`src/rtl/shiftreg_pkg.sv`:
```
`default_nettype none
// +------------------------------------------------------------------+
// | shiftreg_pkg : shared sizing helpers and bit-order encoding      |
// | Revision     : 1.0                                               |
// +------------------------------------------------------------------+
package shiftreg_pkg;

    typedef enum logic {
        ORDER_LSB_FIRST = 1'b0,
        ORDER_MSB_FIRST = 1'b1
    } bit_order_e;

    function automatic int unsigned calc_beats(input int unsigned width, input int unsigned lanes);
        return width / lanes;
    endfunction

    // A single-beat word still needs a 1-bit counter to keep ports legal.
    function automatic int unsigned cnt_width(input int unsigned beats);
        return (beats > 1) ? $clog2(beats) : 1;
    endfunction

    function automatic int unsigned level_width(input int unsigned depth);
        return $clog2(depth) + 1;
    endfunction

endpackage
`default_nettype wire

```
`src/rtl/shiftreg_fifo.sv`:
```
`default_nettype none
// +------------------------------------------------------------------+
// | shiftreg_fifo : show-ahead word FIFO with full-count level       |
// | Revision      : 1.0                                              |
// +------------------------------------------------------------------+
module shiftreg_fifo
    import shiftreg_pkg::*;
#(
    parameter int WIDTH = 32,
    parameter int DEPTH = 4
) (
    input  logic                            clk,
    input  logic                            rst,
    input  logic                            push,
    input  logic [WIDTH-1:0]                push_data,
    input  logic                            pop,
    output logic [WIDTH-1:0]                pop_data,
    output logic                            full,
    output logic                            empty,
    output logic [level_width(DEPTH)-1:0]   level
);

    localparam int unsigned c_AW = $clog2(DEPTH);
    localparam int unsigned c_LW = level_width(DEPTH);

    logic [WIDTH-1:0] r_mem [DEPTH];
    logic [c_AW-1:0]  r_wr_ptr;
    logic [c_AW-1:0]  r_rd_ptr;
    logic [c_LW-1:0]  r_level;
    logic             w_do_pop;
    logic             w_do_push;

    // A push into a full FIFO is legal when the head leaves on the same edge.
    assign w_do_pop  = pop & ~empty;
    assign w_do_push = push & (~full | w_do_pop);

    always_ff @(posedge clk or negedge rst) begin
        if (!rst) begin
            for (int i = 0; i < DEPTH; i++) begin
                r_mem[i] <= '0;
            end
        end else if (w_do_push) begin
            r_mem[r_wr_ptr] <= push_data;
        end
    end

    always_ff @(posedge clk or negedge rst) begin
        if (!rst) begin
            r_wr_ptr <= '0;
            r_rd_ptr <= '0;
            r_level  <= '0;
        end else begin
            if (w_do_push) begin
                r_wr_ptr <= r_wr_ptr + c_AW'(1);
            end
            if (w_do_pop) begin
                r_rd_ptr <= r_rd_ptr + c_AW'(1);
            end
            case ({w_do_push, w_do_pop})
                2'b10:   r_level <= r_level + c_LW'(1);
                2'b01:   r_level <= r_level - c_LW'(1);
                default: r_level <= r_level;
            endcase
        end
    end

    assign pop_data = r_mem[r_rd_ptr];
    assign full     = (r_level == c_LW'(DEPTH));
    assign empty    = (r_level == '0);
    assign level    = r_level;

endmodule
`default_nettype wire

```
`src/rtl/shiftreg_deser.sv`:
```
`default_nettype none
// +------------------------------------------------------------------+
// | shiftreg_deser : multi-lane serial-to-parallel deserialiser      |
// | Revision       : 1.0                                             |
// +------------------------------------------------------------------+
module shiftreg_deser
    import shiftreg_pkg::*;
#(
    parameter int WIDTH     = 32,
    parameter int LANES     = 1,
    parameter int MSB_FIRST = 1,
    parameter int DEPTH     = 4
) (
    input  logic                            clk,
    input  logic                            rst,
    input  logic                            en,
    input  logic [LANES-1:0]                databit,
    input  logic                            sync,
    output logic [WIDTH-1:0]                dout,
    output logic                            dout_valid,
    input  logic                            dout_ready,
    output logic                            overflow,
    output logic                            frame_err,
    input  logic                            clr_err,
    output logic [level_width(DEPTH)-1:0]   level
);

    localparam int unsigned c_BEATS = calc_beats(WIDTH, LANES);
    localparam int unsigned c_CW    = cnt_width(c_BEATS);
    localparam logic [c_CW-1:0] c_LAST = c_CW'(c_BEATS - 1);
    localparam bit_order_e c_ORDER  = (MSB_FIRST != 0) ? ORDER_MSB_FIRST : ORDER_LSB_FIRST;

    logic [WIDTH-1:0] r_shreg;
    logic [WIDTH-1:0] w_shreg_next;
    logic [c_CW-1:0]  r_cnt;
    logic [c_CW-1:0]  w_idx;
    logic             w_last;
    logic             w_pop;
    logic             w_full;
    logic             w_empty;
    logic             w_drop;
    logic             w_frame_set;
    logic             r_overflow;
    logic             r_frame_err;

    generate
        if (c_BEATS == 1) begin : g_single_beat
            assign w_shreg_next = databit;
        end else if (c_ORDER == ORDER_MSB_FIRST) begin : g_msb_first
            assign w_shreg_next = {r_shreg[WIDTH-LANES-1:0], databit};
        end else begin : g_lsb_first
            assign w_shreg_next = {databit, r_shreg[WIDTH-1:LANES]};
        end
    endgenerate

    // Sync forces this beat to index 0; the completed word is the next-state value.
    assign w_idx       = sync ? '0 : r_cnt;
    assign w_last      = en & (w_idx == c_LAST);
    assign w_pop       = ~w_empty & dout_ready;
    assign w_drop      = w_last & w_full & ~w_pop;
    assign w_frame_set = en & sync & (r_cnt != '0);

    always_ff @(posedge clk or negedge rst) begin
        if (!rst) begin
            r_shreg <= '0;
            r_cnt   <= '0;
        end else if (en) begin
            r_shreg <= w_shreg_next;
            r_cnt   <= w_last ? '0 : (w_idx + c_CW'(1));
        end
    end

    always_ff @(posedge clk or negedge rst) begin
        if (!rst) begin
            r_overflow  <= 1'b0;
            r_frame_err <= 1'b0;
        end else begin
            r_overflow  <= w_drop | (r_overflow & ~clr_err);
            r_frame_err <= w_frame_set | (r_frame_err & ~clr_err);
        end
    end

    shiftreg_fifo #(
        .WIDTH (WIDTH),
        .DEPTH (DEPTH)
    ) u_fifo (
        .clk       (clk),
        .rst       (rst),
        .push      (w_last),
        .push_data (w_shreg_next),
        .pop       (dout_ready),
        .pop_data  (dout),
        .full      (w_full),
        .empty     (w_empty),
        .level     (level)
    );

    assign dout_valid = ~w_empty;
    assign overflow   = r_overflow;
    assign frame_err  = r_frame_err;

endmodule
`default_nettype wire
```
`config.mk`:
```
export PLATFORM = sky130hd
export DESIGN_NAME = shiftreg_deser
export DESIGN_NICKNAME = d
export VERILOG_FILES = /design/src/rtl/shiftreg_pkg.sv /design/src/rtl/shiftreg_fifo.sv /design/src/rtl/shiftreg_deser.sv
export SDC_FILE = /design/constraint.sdc
export NUM_CORES = 1
export LEC_CHECK = 0
export ABC_AREA = 1
export ABC_CLOCK_PERIOD_IN_PS = 4380
export CAP_MARGIN = 20
export CORE_ASPECT_RATIO = 0.7
export CORE_MARGIN = 8
export CORE_UTILIZATION = 40
export DETAILED_ROUTE_END_ITERATION = 8
export SYNTH_ARGS = -nofsm -noshare
export SYNTH_HDL_FRONTEND = slang
export SYNTH_SLANG_ARGS = --single-unit
```
`constraint.sdc`:
```
create_clock -name clk -period 4.38 [get_ports clk]
set_input_delay 1.314 -clock clk [delete_from_list [all_inputs] [get_ports clk]]
set_output_delay 1.314 -clock clk [all_outputs]
set_load 0.05 [all_outputs]
```
* After elaboration in Yosys (flattened, before gate mapping) *
Cells that the tools add are included.

word-level totals
  bits of input ports = 7
  register bits = 173

operators by class
  reductions and logical operators = 4
  equality and inequality tests = 4
  add/subtract/negate cells = 5
  $lt $le $gt $ge = 3
  mux-type cells = 9
  bitwise operators = 18

operators by type and width
  operator                                                     number
  bitwise mux 128 bit                                          1
  2-to-1 mux 32 bit                                            3
  binary-select mux 32 bit (select 2 bit)                      1
  demux 32 bit (select 2 bit)                                  1
  2-to-1 mux 5 bit                                             2
  AND 1 bit                                                    9
  >= comparator 3 bit (second input constant)                  2
  NOT 2 -> 3 bit                                               2
  one-hot mux 3 bit (2 select lines)                           1
  adder 5 x 1 -> 5 bit (second input constant)                 1
  == test 5 bit (second input constant)                        1
  nonzero test 5 bit                                           1
  adder 2 x 1 -> 2 bit (second input constant)                 2
  NOT 1 bit                                                    4
  adder 3 x 1 -> 3 bit (second input constant)                 1
  == test 3 bit (second input constant)                        1
  logical NOT 3 bit                                            1
  less-than comparator 3 x 1 -> 1 bit (second input constant)  1
  OR 1 bit                                                     3
  subtractor 3 x 1 -> 3 bit (second input constant)            1
  == test 2 x 1 -> 1 bit (second input constant)               1
  == test 2 bit (second input constant)                        1
  nonzero test 2 bit                                           1
  logical AND 1 bit                                            1

* Longest topological paths before layout *
  depth in word-level cells = 7
  mapped depth = 17
  mapped depth without buffers = 16

* By module *
A second synthesis with hierarchy kept.

unflattened totals
  cells, all modules = 972
  area, all modules = 8206.6 um^2

modules (own cells, without submodules)
  module          seq. area each (um^2)  instances  area an instance (um^2)  cells each
  shiftreg_fifo   3378.2                 1          6552.5                   802
  shiftreg_deser  950.9                  1          1654.1                   170

* Worst setup path after synthesis *
No wires, ideal clock.

  kind = input-to-reg
  from = input sync
  to = register u_fifo.r_level[2], in the netlist u_fifo.level[2]
  buffers on the path = 1
  setup slack = 1.085 ns
  stages on the path = 15
  arrival = 3.172 ns
  path through = nor2_1 -> ha_1 -> nand3_1 -> nor2_1 -> ha_1 -> nand2_2 -> clkinv_4 -> buf_6 -> nand2_1 -> ha_1 -> inv_1 -> fa_1 -> nand2_1 -> nand3_1 -> xor2_1

on the way
  cells in the longest elaborated chain, start to end = 6
  elaborated cells on any way between the ends = 8
  those cells by class = eq/ne (3); mux (2); bitwise (2); reduce/logical (1)

ends and longest elaborated chain
  item                                                                      RTL line              RTL
  start, declared                                                           shiftreg_deser.sv:18  input logic sync,
  2-to-1 mux 5 bit (*)                                                      shiftreg_deser.sv:57  assign w_idx = sync ? '0 : r_cnt;
  == test 5 bit (*)                                                         shiftreg_deser.sv:58  assign w_last = en & (w_idx == c_LAST);
  AND 1 bit (*)                                                             shiftreg_deser.sv:58
  AND 1 bit (*)                                                             shiftreg_fifo.sv:35   assign w_do_push = push & (~full | w_do_pop);
  == test 2 x 1 -> 1 bit or == test 2 bit (tied branches)                   shiftreg_fifo.sv:59   case ({w_do_push, w_do_pop})
  one-hot mux 3 bit (2 select lines) or nonzero test 2 bit (tied branches)  n/a
  end signal, assigned                                                      shiftreg_fifo.sv:60   2'b10: r_level <= r_level + c_LW'(1);
  end signal, assigned                                                      shiftreg_fifo.sv:61   2'b01: r_level <= r_level - c_LW'(1);
  end signal, assigned                                                      shiftreg_fifo.sv:62   default: r_level <= r_level;
  end, declared                                                             shiftreg_fifo.sv:29   logic [c_LW-1:0] r_level;

Mark *: on every way between the ends. The rest lies on a longest branch, timed or not.
A chain may end at the register's enable or synchronous reset.

* Final worst setup path *
  from = register u_fifo.r_rd_ptr[1]
  to = output dout[14]

on the way
  cells in the longest elaborated chain, start to end = 4

ends and longest elaborated chain
  item                                                  RTL line              RTL
  start, declared                                       shiftreg_fifo.sv:28   logic [c_AW-1:0] r_rd_ptr;
  start signal, assigned                                shiftreg_fifo.sv:57   r_rd_ptr <= r_rd_ptr + c_AW'(1);
  NOT 2 -> 3 bit (not written as such)                  shiftreg_fifo.sv:67   assign pop_data = r_mem[r_rd_ptr];
  binary-select mux 32 bit (select 2 bit)               shiftreg_fifo.sv:67
  2-to-1 mux 32 bit (not written as such) (2 in a row)  shiftreg_fifo.sv:67
  end, declared                                         shiftreg_deser.sv:19  output logic [WIDTH-1:0] dout,

Every way passes these cells. The select of a mux whose other input is x is not followed.

==> results by group <==
Routing
  – Drt pass-1 iters: 6
  – Remaining DRCs: 0
  – Vias: about 6800
  – Iter 0 DRT Violations: between 700 and 800
  – WL per Instance: approximately 18 um
  – Antenna Violating Nets Remaining: 0
  – Via-to-Cell Ratio: 5.42
  – Final WL: around 22 mm

Final layout
  – Fillers: just under 2000
  – Final Util: 46.8%
  – Area Growth Syn to Fin: 14.3%
  – Most common cell after layout, fill and taps aside: nand2_1
  – Final nets: just under 1000
  – Design area: between 0.009 and 0.01 sq mm
  – N_diodes: 0
  – Most frequent cells in the layout: 311 x nand2_1, 172 x dfrtp_1, 128 x nand4_1, 77 x o21ai_0, 69 x nor2_1
  – Post-route insts no fill: 1251
  – Layout cells sized above 1: around a tenth

Worst setup path
  – CP cell instances: inv_1 > o21ai_0 > o22ai_1 > buf_12
  – Critical Path Source Type: flip-flop
  – CP peak stage delay: approximately 0.71 ns
  – Buf/Inv on CP: 2
  – Crit path max fanout: 23
  – RR Endpoint: u_fifo.r_mem[15]
  – Worst setup EP type: output pin
  – Crit path max-delay cell type: inv_1
  – Worst path top cell family by delay: buffers and inverters
  – Worst Path Required: 3.07 ns
  – R2R Path Start: r_cnt[1]
  – R2R Setup Slk: 1.92 ns
  – Crit path DAT: roughly 2.4 ns
  – FF-to-FF path depth: 13
  – WS Path Type: reg2out

Clock tree
  – Post-CTS setup buffer count: 0
  – H-tree depth: 4
  – Number of buffers created by CTS: 17
  – Worst-path clk slew: around 0.06 ns
  – # clock sinks: 173
  – Post-CTS resize count: 0
  – CTS tree: built
  – Cts hold-fix bufs: 0
  – Worst skew pair latency: about 0.43 ns
  – Bufs on Longest Clock Path: 2
  – Clock root buffer: clkbuf_16

Power
  – Static Leak: between 4 and 5 nW
  – Clock power frac: just under 30%
  – Total Power: 5.81 mW
  – Net Sw Power: about 2.4 mW
  – Pwr dens: 626 mW/mm^2
  – Sw Ratio: a little over two fifths
  – Sequential cell fraction of total power: 30.5%
  – Comb power frac: 40.4%
  – Pint: ~3.4 mW
  – Worst vdd ir: 0.356 mV

Placed design
  – Post-detail-place hpwl: between 10 and 15 mm
  – Placed Cells incl. Taps: between 1000 and 1500
  – Placed Area: approximately 0.0086 sq mm
  – Port Buffers: 44
  – Placer Congestion: approximately 0.74

Yosys
  – Syn Area/Cell: 8.40 sq um
  – Post-synth EDFFs: 0
  – Post-synthesis sequential area ratio: 53.3%
  – Post-synth top area share: 53.3%
  – Synth Instances: a little under 1000
  – Synthesized area: about 0.008 sq mm
  – Main flop type after synthesis: dfrtp_1
  – Distinct cells, synth: 26
  – Syn Nets: 981
  – #FFs+latches synth: ~170
  – Top cell type by total area after synthesis: dfrtp_1
  – Async set-reset flop share out of synthesis: between 90% and 100%
  – Yosys warnings: 0
  – Area contributors post-synth: dfrtp_1 53%, nand2_1 14%, nand4_1 9.9%

Global routing
  – Vias in the first global route: 6589
  – Initial antenna violation count: 0
  – Total global routing overflow: 0
  – Largest net degree at the start of global routing: between 100 and 150
  – First-pass GRT wire length: roughly 37 mm
  – Tot GR Track Use: 18.4%

Worst hold path
  – Worst Hold Path EP: u_fifo.r_mem[43]
  – Hold path startpoint: u_fifo.r_mem[43]
  – Type of the tightest min-delay check: reg2reg
  – Worst Hold Depth: 2

STA
  – Tmin final: between 3 and 4 ns
  – Final Cycle Share: a little over four fifths
  – Final hold vios: 0
  – Slew headroom: between 20% and 30%
  – RSZ-0062 raised after global routing: false
  – Worst-Margin Slew: roughly 1.1 ns
  – Achievable Freq: about 270 MHz
  – Endpoints failing setup: 0
  – Setup TNS: 0 ns
  – Clock Skew: approximately 0.0078 ns
  – Fin. max-slew vios: 0

Floorplanning
  – Chip height: roughly 140 um
  – Core area: 0.0199 sq mm
  – Die W: roughly 190 um
  – Ports: between 40 and 50
  – Die area: around 0.025 sq mm
  – Starting Density: around two fifths
  – Cell Rows: 43

Job
  – Max-Cap Viols: 0

Run status
  – Run status: complete, no violations
## metal layers
metal	part of all wire (%)	global-route usage, %	wire length (um)	vias up
li1	-	-	-	3261
met1	49	26.5	10900	3302
met2	44	27.5	9840	196
met3	5.7	4.07	1270	19
met4	1.1	4.97	241	0
met5	0	0	0	-
## metrics by stage
step           hold slack, ns  setup WS [ns]
2_1_floorplan           0.437           1.08
3_3_place_gp            0.451          0.502
3_5_place_dp            0.453          0.426
4_1_cts                 0.469          0.696
5_1_grt                 0.481          0.568
6_report                0.466          0.689
## state kept, by name, indices dropped and copies added, names as in the netlist
| name | cells |
|---|---|
| u_fifo.level | 3 |
| overflow | 1 |
| u_fifo.r_rd_ptr | 2 |
| u_fifo.r_wr_ptr | 2 |
| u_fifo.r_mem | 128 |
| r_cnt | 5 |
| frame_err | 1 |
| r_shreg | 31 |
## logic make-up (layout without fill, tap and decap cells)
kind of cell / after synthesis / in the layout / synth area share (%)
simple gates: 523 / 523 / 28.7
flops: 173 / 173 / 53.3
compound gates: 137 / 137 / 9.00
buf+inv: 121 / 136 / 7.20
fa+ha+maj: 8 / 8 / 1.33
xor+xnor: 4 / 4 / 0.432
## worst register-to-register path, stage by stage, from the launching register on
cell,delay (ns)
dfrtp_1,0.32
inv_1,0.06
nor2_1,0.16
ha_1,0.19
nand3_1,0.10
nor2_1,0.11
ha_1,0.19
nand2_2,0.09
clkinv_4,0.06
buf_12,0.38
nand3_2,0.20
buf_4,0.31
nand2_1,0.12
nand2_1,0.05
## area by class of cell
class	instances	area [sq um]	share of cell area [%]
clock buffer	21	460	4.96
clock inverter	10	188	2.02
inverter	37	144	1.55
multi-input combinational	672	3210	34.5
sequential	173	4330	46.7
tap	270	338	3.64
timing repair buffer	68	617	6.65
## how the worst max path moves through the flow
stage	start	end	slack [ns]	depth (start not counted)
3_3_place_gp	sync	u_fifo.r_mem[38]	0.50	13
6_report	u_fifo.r_rd_ptr[1]	dout[14]	0.69	4
4_1_cts	u_fifo.r_rd_ptr[1]	dout[29]	0.70	5
2_1_floorplan	sync	u_fifo.level[2]	1.08	15
5_1_grt	u_fifo.r_rd_ptr[1]	dout[14]	0.57	4
3_5_place_dp	sync	u_fifo.r_mem[34]	0.43	13
## synthesized netlist by cell type, types with 2 or more instances
library cell and count:
dfrtp_1 173, o21ai_1 24, nand3_2 4, nand2_1 311, clkbuf_1 30, nor2_1 69
ha_1 7, inv_1 34, nand4_1 128, buf_4 3, buf_1 10, inv_2 2
xnor2_1 2, o22ai_1 34, xor2_1 2, nand3_1 7, buf_6 10, o21ai_0 77
nor2_2 2, buf_2 31
## power by group through the flow
stage	Clock [mW]	Combinational (mW)	Sequential, mW
floorplan	0	1.56	1.82
global placement	0	2.37	1.80
detailed placement	0	2.36	1.80
CTS	1.71	2.37	1.77
global route	1.77	2.52	1.78
finish	1.69	2.35	1.77
Note: power is estimated with default switching activity, not from simulation.
